File: src/rtl/uart_pkg.sv
// -----------------------------------------------------------------------------
// uart_pkg
// Definitions shared by the UART transmitter and receiver.
//   - uart_state_t    : frame state encoding. The transmitter uses the same
//                       encoding, so keep the values fixed.
//   - UART_DATA_BITS  : default number of data bits per frame.
//   - UART_OVERSAMPLE : default number of baud ticks per bit period.
// -----------------------------------------------------------------------------
package uart_pkg;

    localparam int UART_DATA_BITS  = 8;
    localparam int UART_OVERSAMPLE = 16;

    typedef enum logic [1:0] {
        IDLE  = 2'b00,
        START = 2'b01,
        DATA  = 2'b10,
        STOP  = 2'b11
    } uart_state_t;

endpackage

File: src/rtl/uart_rx_sync.sv
// -----------------------------------------------------------------------------
// uart_rx_sync
// Two-flop synchronizer for asynchronous single-bit inputs. Each bit gets its
// own pair of flops. Both flops load RESET_VALUE while reset is high. The
// default reset value of 1 matches an idle-high serial line.
// Ports:
//   clock    in   system clock, rising edge
//   reset    in   synchronous, active-high reset
//   async_in in   [WIDTH] asynchronous inputs
//   sync_out out  [WIDTH] synchronized outputs, two clocks of latency
// -----------------------------------------------------------------------------
module uart_rx_sync #(
    parameter int   WIDTH       = 1,
    parameter logic RESET_VALUE = 1'b1
) (
    input  logic             clock,
    input  logic             reset,
    input  logic [WIDTH-1:0] async_in,
    output logic [WIDTH-1:0] sync_out
);

    genvar gi;
    generate
        for (gi = 0; gi < WIDTH; gi++) begin : g_bit
            logic meta_reg;
            logic sync_reg;

            always_ff @(posedge clock) begin
                if (reset) begin
                    meta_reg <= RESET_VALUE;
                    sync_reg <= RESET_VALUE;
                end else begin
                    meta_reg <= async_in[gi];
                    sync_reg <= meta_reg;
                end
            end

            assign sync_out[gi] = sync_reg;
        end
    endgenerate

endmodule

File: src/rtl/uart_receiver.sv
// -----------------------------------------------------------------------------
// uart_receiver
// UART serial receiver for frames with DATA_BITS data bits, no parity and one
// stop bit. Data bits arrive LSB first. All timing comes from the shared
// OVERSAMPLE x baud tick. The receiver samples the start bit, every data bit
// and the stop bit at the bit midpoint. The frame completes at the middle of
// the stop bit, so a start bit that follows the stop bit directly is still
// caught.
// Ports:
//   clock     in   system clock, rising edge
//   reset     in   synchronous, active-high reset
//   baudTick  in   one-clock pulse at OVERSAMPLE x baud rate
//   rx        in   asynchronous serial line (idle high)
//   rx_data   out  [DATA_BITS] last received byte, held until the next frame
//   rx_done   out  one-clock pulse when rx_data updates
//   frame_err out  stop bit was sampled low; updated together with rx_done
// -----------------------------------------------------------------------------
module uart_receiver
    import uart_pkg::*;
#(
    parameter int DATA_BITS  = UART_DATA_BITS,
    parameter int OVERSAMPLE = UART_OVERSAMPLE
) (
    input  logic                 clock,
    input  logic                 reset,
    input  logic                 baudTick,
    input  logic                 rx,
    output logic [DATA_BITS-1:0] rx_data,
    output logic                 rx_done,
    output logic                 frame_err
);

    localparam int S_W = (OVERSAMPLE > 1) ? $clog2(OVERSAMPLE) : 1;
    localparam int N_W = (DATA_BITS > 1) ? $clog2(DATA_BITS) : 1;

    // Tick counts at which the FSM samples the line. In START the count is
    // checked at half a bit, so later checks land on bit midpoints.
    localparam logic [S_W-1:0] S_MID  = S_W'(OVERSAMPLE / 2 - 1);
    localparam logic [S_W-1:0] S_LAST = S_W'(OVERSAMPLE - 1);
    localparam logic [N_W-1:0] N_LAST = N_W'(DATA_BITS - 1);

    logic rx_s;

    uart_state_t          state_reg, state_next;
    logic [S_W-1:0]       s_reg, s_next;
    logic [N_W-1:0]       n_reg, n_next;
    logic [DATA_BITS-1:0] b_reg, b_next;
    logic [DATA_BITS-1:0] rx_data_reg, rx_data_next;
    logic                 rx_done_reg, rx_done_next;
    logic                 frame_err_reg, frame_err_next;

    uart_rx_sync #(
        .WIDTH       (1),
        .RESET_VALUE (1'b1)
    ) u_rx_sync (
        .clock    (clock),
        .reset    (reset),
        .async_in (rx),
        .sync_out (rx_s)
    );

    always_ff @(posedge clock) begin
        if (reset) begin
            state_reg     <= IDLE;
            s_reg         <= '0;
            n_reg         <= '0;
            b_reg         <= '0;
            rx_data_reg   <= '0;
            rx_done_reg   <= 1'b0;
            frame_err_reg <= 1'b0;
        end else begin
            state_reg     <= state_next;
            s_reg         <= s_next;
            n_reg         <= n_next;
            b_reg         <= b_next;
            rx_data_reg   <= rx_data_next;
            rx_done_reg   <= rx_done_next;
            frame_err_reg <= frame_err_next;
        end
    end

    always_comb begin
        state_next     = state_reg;
        s_next         = s_reg;
        n_next         = n_reg;
        b_next         = b_reg;
        rx_data_next   = rx_data_reg;
        frame_err_next = frame_err_reg;
        rx_done_next   = 1'b0;  // pulse: only the STOP completion sets it

        case (state_reg)
            IDLE: begin
                // Detect the falling edge as soon as it is seen. Waiting
                // for a tick here would add up to one tick of phase error.
                if (!rx_s) begin
                    state_next = START;
                    s_next     = '0;
                end
            end

            START: begin
                if (baudTick) begin
                    if (s_reg == S_MID) begin
                        if (!rx_s) begin
                            state_next = DATA;
                            s_next     = '0;
                            n_next     = '0;
                        end else begin
                            // The line is high again at mid start bit.
                            // Treat it as a glitch and drop it quietly.
                            state_next = IDLE;
                            s_next     = '0;
                        end
                    end else begin
                        s_next = s_reg + S_W'(1);
                    end
                end
            end

            DATA: begin
                if (baudTick) begin
                    if (s_reg == S_LAST) begin
                        // Data bits arrive LSB first. Shift in from the
                        // top so bit 0 ends up at b[0] after the last bit.
                        b_next = {rx_s, b_reg[DATA_BITS-1:1]};
                        s_next = '0;
                        if (n_reg == N_LAST) begin
                            state_next = STOP;
                        end else begin
                            n_next = n_reg + N_W'(1);
                        end
                    end else begin
                        s_next = s_reg + S_W'(1);
                    end
                end
            end

            STOP: begin
                if (baudTick) begin
                    if (s_reg == S_LAST) begin
                        // Deliver the byte even when the stop bit is bad.
                        // The consumer decides what to do with frame_err.
                        rx_data_next   = b_reg;
                        frame_err_next = ~rx_s;
                        rx_done_next   = 1'b1;
                        state_next     = IDLE;
                        s_next         = '0;
                        n_next         = '0;
                    end else begin
                        s_next = s_reg + S_W'(1);
                    end
                end
            end

            default: begin
                state_next = IDLE;
            end
        endcase
    end

    assign rx_data   = rx_data_reg;
    assign rx_done   = rx_done_reg;
    assign frame_err = frame_err_reg;

endmodule
File: config.mk
export PLATFORM = sky130hd
export DESIGN_NAME = uart_receiver
export DESIGN_NICKNAME = d
export VERILOG_FILES = /design/src/rtl/uart_pkg.sv /design/src/rtl/uart_rx_sync.sv /design/src/rtl/uart_receiver.sv
export SDC_FILE = /design/constraint.sdc
export NUM_CORES = 1
export LEC_CHECK = 0
export ABC_AREA = 1
export CELL_PAD_IN_SITES_DETAIL_PLACEMENT = 0
export CELL_PAD_IN_SITES_GLOBAL_PLACEMENT = 1
export CORE_MARGIN = 2
export CORE_UTILIZATION = 39
export DETAILED_ROUTE_END_ITERATION = 10
export GPL_TIMING_DRIVEN = 0
export PLACE_DENSITY_LB_ADDON = 0.1
export SYNTH_ARGS = -nofsm -noshare
export SYNTH_HDL_FRONTEND = slang
export SYNTH_SLANG_ARGS = --single-unit
File: constraint.sdc
create_clock -name clock -period 1.95 [get_ports clock]
set_input_delay 0.2925 -clock clock [delete_from_list [all_inputs] [get_ports clock]]
set_output_delay 0.2925 -clock clock [all_outputs]
set_load 0.1 [all_outputs]
==> flow_summary.yaml <==
run_status:
  status: "complete, no violations"
cts:
  h-tree-depth: 2
  hold_buffers: 0
  cts_tree: "yes"
  ctsResizeCount: 10
  root_buffer: "clkbuf_4"
  postCtsSetupBuffers: 0
  clock-sinks: 29
  clkTransAtPathRegs_ns: 0.09
  cts_buffers: 5
  clk_path_buf_depth: 2
  clkLatencyLatePin_ns: 0.33
run:
  cap_violations: 0
route:
  routed_via_density: 4.62
  antenna_left: 0
  wl_per_cell_um: 10.3
  drt_first_pass_iters: 4
  wirelength_um: 2420
  vias: 1081
  drc: 0
  drt-initial-drc-count: 40
floorplanning:
  coreArea_mm2: 0.00303
  dieArea_mm2: 0.00365
  die_w_um: 60.4
  num_io_pins: 14
  initial_utilization_pct: 41.0
  chipHeight_um: 60.4
  num_rows: 20
setup_path:
  path_class: "reg -> out"
  critical_path.max_stage_delay_ns: 0.86
  cp_top_family: "buffers and inverters"
  cp-end-kind: "output pin"
  required_ns: 1.66
  crit_buf_inv: 1
  cp-start-kind: "flop"
  crit_chain: "dlygate4sd2_1"
  crit_slowest_cell: "dlygate4sd2_1"
  path_max_fanout: 2
  crit_arrival_ns: 1.54
timing:
  tightest_slew_ns: 0.955
  finalHoldViolCount: 0
  finalCritPeriodShare_pct: 93.9
  rsz0062_at_grt: "false"
  fmax_mhz: 546
  layout_setup_ws_ns: 0.118
  slew_viol_final: 0
  max_slew_margin_pct: 36.6
  finalSetupTns_ns: 0
  fin_skew_ns: 0.00696
  period_minus_slack_ns: 1.83
  setup_viol: 0
logic_synthesis:
  ys.warnings.count: 0
  ys_ff_latch: 29
  seq_area_frac_synth_pct: 46.8
  synth_fp_nets: 176
  synthCells: 169
  synth_cell_types: 21
  syn_area_mm2: 0.00124
  synth.avg_cell_area_um2: 7.34
power_and_ir_drop:
  vdd_drop_max_v: 0.000422
  power_leakage_uw: 0.000717
  totalPowerFinal_uw: 1220
  p_per_area_mw_per_mm2: 814
placed_design:
  io_buffers: 13
  pre_cts_ws_ns: 0.198
  dpl.hpwl_um: 1810
  dpl.cell_count: 226
  routabilityCongestion: 0.815
finish:
  syn2layout_area_growth_pct: 20.8
  layout-drive-gt1-share_pct: 11.1
  insertedDiodeCount: 0
  final_nets: 196
  fin_cells: 234
  final_core_util_pct: 49.5
global_route:
  grt_max_degree: 11
  grt_overflow: 0
  grt_pass1_wl_um: 4260
  grt_pass1_vias: 1022
  grt.total_usage_pct: 16.3
  antenna_found_initial: 0
worst_hold_path:
  hp-class: "reg -> reg"
[through the flow]
step           cell area, um2  hold slack, ns
3_3_place_gp             1430           0.397
3_5_place_dp             1430           0.398
5_1_grt                  1500           0.448
4_1_cts                  1500           0.420
6_report                 1500           0.415
2_1_floorplan            1240           0.362
[where the power goes]
part / internal (uW) / switching (uW) / leakage (uW) / total (uW)
registers: 600 / 12.8 / 0.000234 / 613
clock network: 306 / 208 / 0.0000455 / 514
logic: 32.2 / 61.2 / 0.000438 / 93.3
[Yosys cell counts]
| cell type | n | area share [%] |
|---|---|---|
| clkbuf_1 | 2 | 0.61 |
| inv_2 | 4 | 1.2 |
| nand3b_1 | 1 | 0.61 |
| nor2_2 | 1 | 0.50 |
| nand2_1 | 28 | 8.5 |
| nor3b_1 | 1 | 0.61 |
| nor2_4 | 3 | 2.7 |
| nand3_1 | 8 | 3.2 |
| or2_0 | 1 | 0.50 |
| a21oi_1 | 7 | 2.8 |
| nor2_1 | 47 | 14 |
| xor2_1 | 1 | 0.71 |
| nand3_2 | 1 | 0.81 |
| buf_6 | 1 | 0.91 |
| o21bai_1 | 1 | 0.61 |
| nand2_2 | 2 | 1.0 |
| o21ai_0 | 18 | 7.3 |
| inv_1 | 8 | 2.4 |
| dfxtp_1 | 29 | 47 |
| ha_1 | 3 | 3.0 |
| or2_2 | 2 | 1.0 |
[final cells by class]
type,instances,area (um2)
timing repair buffer,13,118
sequential,29,581
inverter,12,45.0
clock inverter,1,30.0
multi-input combinational,125,597
clock buffer,7,55.1
buffer,3,18.8
fill,308,1530
tap,44,55.1
[cell usage in the layout (no fill, tap or decap), types with 4 or more instances in the layout]
master          n
dlygate4sd2_1  10
nor2_1         47
inv_1           8
inv_2           4
clkbuf_4        5
o21ai_0        18
dfxtp_1        29
nand2_1        28
a21oi_1         7
nand3_1         8
[final timing paths]
| kind | end | start | cells past startpoint | slack [ns] |
|---|---|---|---|---|
| hold reg to reg | u_rx_sync.sync_out | u_rx_sync.g_bit[0].meta_reg | 1 | 0.42 |
| hold / removal | u_rx_sync.sync_out | u_rx_sync.g_bit[0].meta_reg | 1 | 0.42 |
| setup / recovery | frame_err | frame_err | 1 | 0.12 |
| setup reg to reg | frame_err | s_reg[0] | 8 | 0.41 |
[cells by family after synthesis]
family | synth area share, %
AO/OA/AOI/OAI | 10.7
XOR/XNOR | 0.706
adder cells (fa/ha/maj) | 3.02
buffers and inverters | 5.14
flip-flops | 46.8
AND/OR/NAND/NOR | 33.7
[routing by layer]
metal	global-route usage [%]	up-vias	routed length (um)
met4	6.21	0	34
met1	17.9	489	1180
met5	0	-	0
li1	-	578	-
met3	6.61	4	70
met2	28.3	10	1130
No activity file was read; power rests on OpenSTA's default activity.
==> RTL change 1 (config.mk and constraints unchanged) <==
Encoding of `uart_state_t`: now one-hot (4 bits for 4 states).
--- a/src/rtl/uart_pkg.sv
+++ b/src/rtl/uart_pkg.sv
@@ -11,11 +11,11 @@
     localparam int UART_DATA_BITS  = 8;
     localparam int UART_OVERSAMPLE = 16;
 
-    typedef enum logic [1:0] {
-        IDLE  = 2'b00,
-        START = 2'b01,
-        DATA  = 2'b10,
-        STOP  = 2'b11
+    typedef enum logic [3:0] {
+        IDLE  = 4'b0001,
+        START = 4'b0010,
+        DATA  = 4'b0100,
+        STOP  = 4'b1000
     } uart_state_t;
 
 endpackage
Formal check against the unedited RTL: no difference found for any inputs over 10 cycles, from zero or initial values and one cycle with reset high; not proved beyond that.
==> RTL change 1 against the unedited design <==
  * Sequential cell count up 2
  * Non-clock buffer count unchanged
  * Area after synthesis up 23%
  * Wire length up 28%
  * Design area up 19%
  * Setup slack better by 0.070 ns
Power is not compared: it rests on default switching activity, and its combinational part moved more than twofold at a synthesized area within 25%.
==> RTL change 1: results (changes against the unedited design) <==
- Synth top cells by count: nor2_1 (52), dfxtp_1 (31), nand2_1 (27) (was nor2_1 (47), dfxtp_1 (29), nand2_1 (28))
- Syn Nets: 213 (was 176)
- FF+latch count, synth: 31 (was 29)
- Final clock-cell share: 4.76% (was 5.68%)
- Layout cells sized above 1: 17.2% (was 11.1%)
- Root buffer cell: clkbuf_8 (was clkbuf_4)
- Clock transition at path regs: 0.07 ns (was 0.09 ns)
- M1 WL: 1420 um (was 1180 um)
- Placer congestion estimate: 0.808 (was 0.815)
- Final WS setup: 0.188 ns (was 0.118 ns)
- CP arrival: 1.47 ns (was 1.54 ns)
- Met1 Resource Use GR: 19.8% (was 17.9%)
- WL met3: 136 um (was 70 um)
- Wire per inst: 11.2 um (was 10.3 um)
- Multi-input gates: 151 (was 125)
- Initial DRC count: 68 (was 40)
- Mean post-synth cell area: 7.41 um2 (was 7.34 um2)
- First-pass GRT wire length: 5580 um (was 4260 um)
- Max-Slew Margin vs Limit: 36.4% (was 36.6%)
- Outcome: complete, no violations (unchanged)
- Vias in the first global route: 1308 (was 1022)
- Clk_lat worst skew: 0.28 ns (was 0.33 ns)
- Reg2reg setup slack: 0.35 ns (was 0.41 ns)
- FF-to-FF End: n_reg[0]$_SDFFE_PP0P_ (was frame_err$_SDFFE_PP0P_)
- Layout Cells excl Fill: 275 (was 234)
-- RTL change 1: cell count changes after synthesis, moves of 2 or more --
cell and change:
nand3_1 +8, inv_1 +7, nor2_1 +5, nand2_2 +3, nand2_4 +3, nand4_1 +3, nor2_4 +3, dfxtp_1 +2
inv_2 +2
-- RTL change 1: repair_timing --
action / 4_1_cts / 5_1_grt
resized for setup: 10 / 0
endpoints found under the setup margin: 10 / 0
hold buffers: 0 / 0
-- RTL change 1: cells by family (layout without fill, tap and decap cells) --
family / count (synthesis) / after routing / synth area share (%)
XOR/XNOR: 1 / 1 / 0.574
buffers and inverters: 24 / 45 / 6.39
adder cells (fa/ha/maj): 3 / 3 / 2.46
flip-flops: 31 / 31 / 40.7
AO/OA/AOI/OAI: 24 / 24 / 8.11
AND/OR/NAND/NOR: 123 / 123 / 41.8
-- RTL change 1: power breakdown --
group	switching [W]	internal, W	total, W
clock	0.000244	0.000249	0.000493
sequential	0.0000864	0.000709	0.000795
combinational	0.000532	0.000319	0.000852
==> RTL change 2 (config.mk and constraints unchanged) <==
Made on the original files. `UART_OVERSAMPLE`: 16 -> 8.
--- a/src/rtl/uart_pkg.sv
+++ b/src/rtl/uart_pkg.sv
@@ -9,7 +9,7 @@
 package uart_pkg;
 
     localparam int UART_DATA_BITS  = 8;
-    localparam int UART_OVERSAMPLE = 16;
+    localparam int UART_OVERSAMPLE = 8;
 
     typedef enum logic [1:0] {
         IDLE  = 2'b00,
Function: no difference found for any inputs over 10 cycles, from zero or initial values and one cycle with reset high; that may be too few to reach the edited logic, so the function may still have changed.
==> RTL change 2 against the unedited design <==
  * Design area decreased by 6.4%
  * Area after synthesis shrank 4.0%
  * Wire length fell by 1.8%
  * Die area decreased by 3.8%
  * Clock skew up 0.0030 ns
  * Critical path type unchanged
  * Critical path depth stayed put
  * Core utilization decreased by 2.4 points
  * First-iteration DRC count increased by 55%
  * Total power down 9.6%
  * Setup slack worse by 0.0052 ns
  * Clock power is 26% lower
  * Sequential share of layout area grew 1.2 points
  * Non-clock buffer count did not move
  * Sequential cell count decreased by 1
  * Highest routed layer unchanged
  * Largest cell class is now flip-flops and latches
==> RTL change 2: results (changes against the unedited design) <==
- FILL cells: 323 (was 308)
- Worst Reg-to-Reg Cells: 9 (was 8)
- Multi-input combinational cell area: 552 um2 (was 597 um2)
- Mean post-synth cell area: 7.64 um2 (was 7.34 um2)
- Placer congestion estimate: 0.736 (was 0.815)
- Tot GR Track Use: 16.1% (was 16.3%)
- Fin crit share: 94.2% (was 93.9%)
- Synth top cells by count: nor2_1 (48), dfxtp_1 (28), o21ai_0 (23) (was nor2_1 (47), dfxtp_1 (29), nand2_1 (28))
- Crit path to: rx_data[7] (was frame_err)
- Setup WS pre-CTS: 0.203 ns (was 0.198 ns)
- Power density cells: 786 nW/um2 (was 814 nW/um2)
- DP HPWL: 1730 um (was 1810 um)
- Sequential element share of the synthesized area: 47.1% (was 46.8%)
- FF-to-FF End: n_reg[2]$_SDFFE_PP0P_ (was frame_err$_SDFFE_PP0P_)
- Reg2reg setup slack: 0.37 ns (was 0.41 ns)
- CP startpoint: rx_data[7]$_SDFFE_PP0P_ (was frame_err$_SDFFE_PP0P_)
- Synth Area in Compound Gates: 12.5% (was 10.7%)
- Inverter count: 16 (was 12)
- FFs & Latches: 28 (was 29)
- Max-Slew Margin vs Limit: 35.7% (was 36.6%)
- Layout Cells excl Fill: 206 (was 234)
- Vias in the first global route: 946 (was 1022)
- Hold Path Cell Cnt: 1 (unchanged)
- # nets final: 184 (was 196)
- Clk_skew: 0.00995 ns (was 0.00696 ns)
- Syn Nets: 166 (was 176)
- Wire per inst: 11.5 um (was 10.3 um)
- Initial DRC count: 62 (was 40)
- First-pass GRT wire length: 4250 um (was 4260 um)
- Cells after DPL: 202 (was 226)
- Via density: 4.73 (was 4.62)
- XOR/XNOR Fraction of Synth Area: 0% (was 0.706%)
- Post-synth ARST share: 0% (unchanged)
- Final clock-cell share: 3.75% (was 5.68%)
- Multi-input gates: 109 (was 125)
- Placed Area: 1360 um2 (was 1430 um2)
- Fraction of area in registers: 40.0% (was 38.7%)
- Layout cells sized above 1: 10.4% (was 11.1%)
- Min-delay src: u_rx_sync.g_bit[0].meta_reg$_SDFF_PP1_ (unchanged)
- Critical Path Max Stage Delay: 0.85 ns
- Adder-cell share of the synthesized area: 6.30% (was 3.02%)
- H-tree depth: 1 (was 2)
- NonClk Buf Share: 9.72% (was 9.10%)
- Largest net degree at the start of global routing: 17 (was 11)
- Clock transition at path regs: 0.15 ns (was 0.09 ns)
- Max VDD drop: 455 uV (was 422 uV)
- Static Leak: 0.661 nW (was 0.717 nW)
- Outcome: complete, no violations (unchanged)
- CTS Buf Count: 3 (was 5)
-- RTL change 2: cell types whose count changed after synthesis, sizes merged, moves of 2 or more --
cell,before,now
nand2,30,13
inv,12,16
nand3,9,5
ha,3,6
nor3,0,2
o21ai,18,23
nor2,51,49
-- RTL change 2: metal layers --
| layer | up-vias | GRT usage [%] | wire length, um |
|---|---|---|---|
| li1 | 531 | - | - |
| met2 | 8 | 28.1 | 1190 |
| met4 | 0 | 6.82 | 43 |
| met5 | - | 0 | 0 |
| met1 | 430 | 19.3 | 1100 |
| met3 | 5 | 2.62 | 38 |
-- RTL change 2: report_power, final --
group,leakage (nW),switching (W),internal [W]
clock network,0.0279,0.000170,0.000208
registers,0.226,0.0000174,0.000587
logic,0.407,0.0000783,0.0000418
total,0.661,0.000266,0.000837
-- RTL change 2: repair_timing --
| action | CTS | global route |
|---|---|---|
| gates resized for setup | 10 | 0 |
| setup endpoints to repair | 10 | 0 |
| buffers inserted | 0 | 0 |
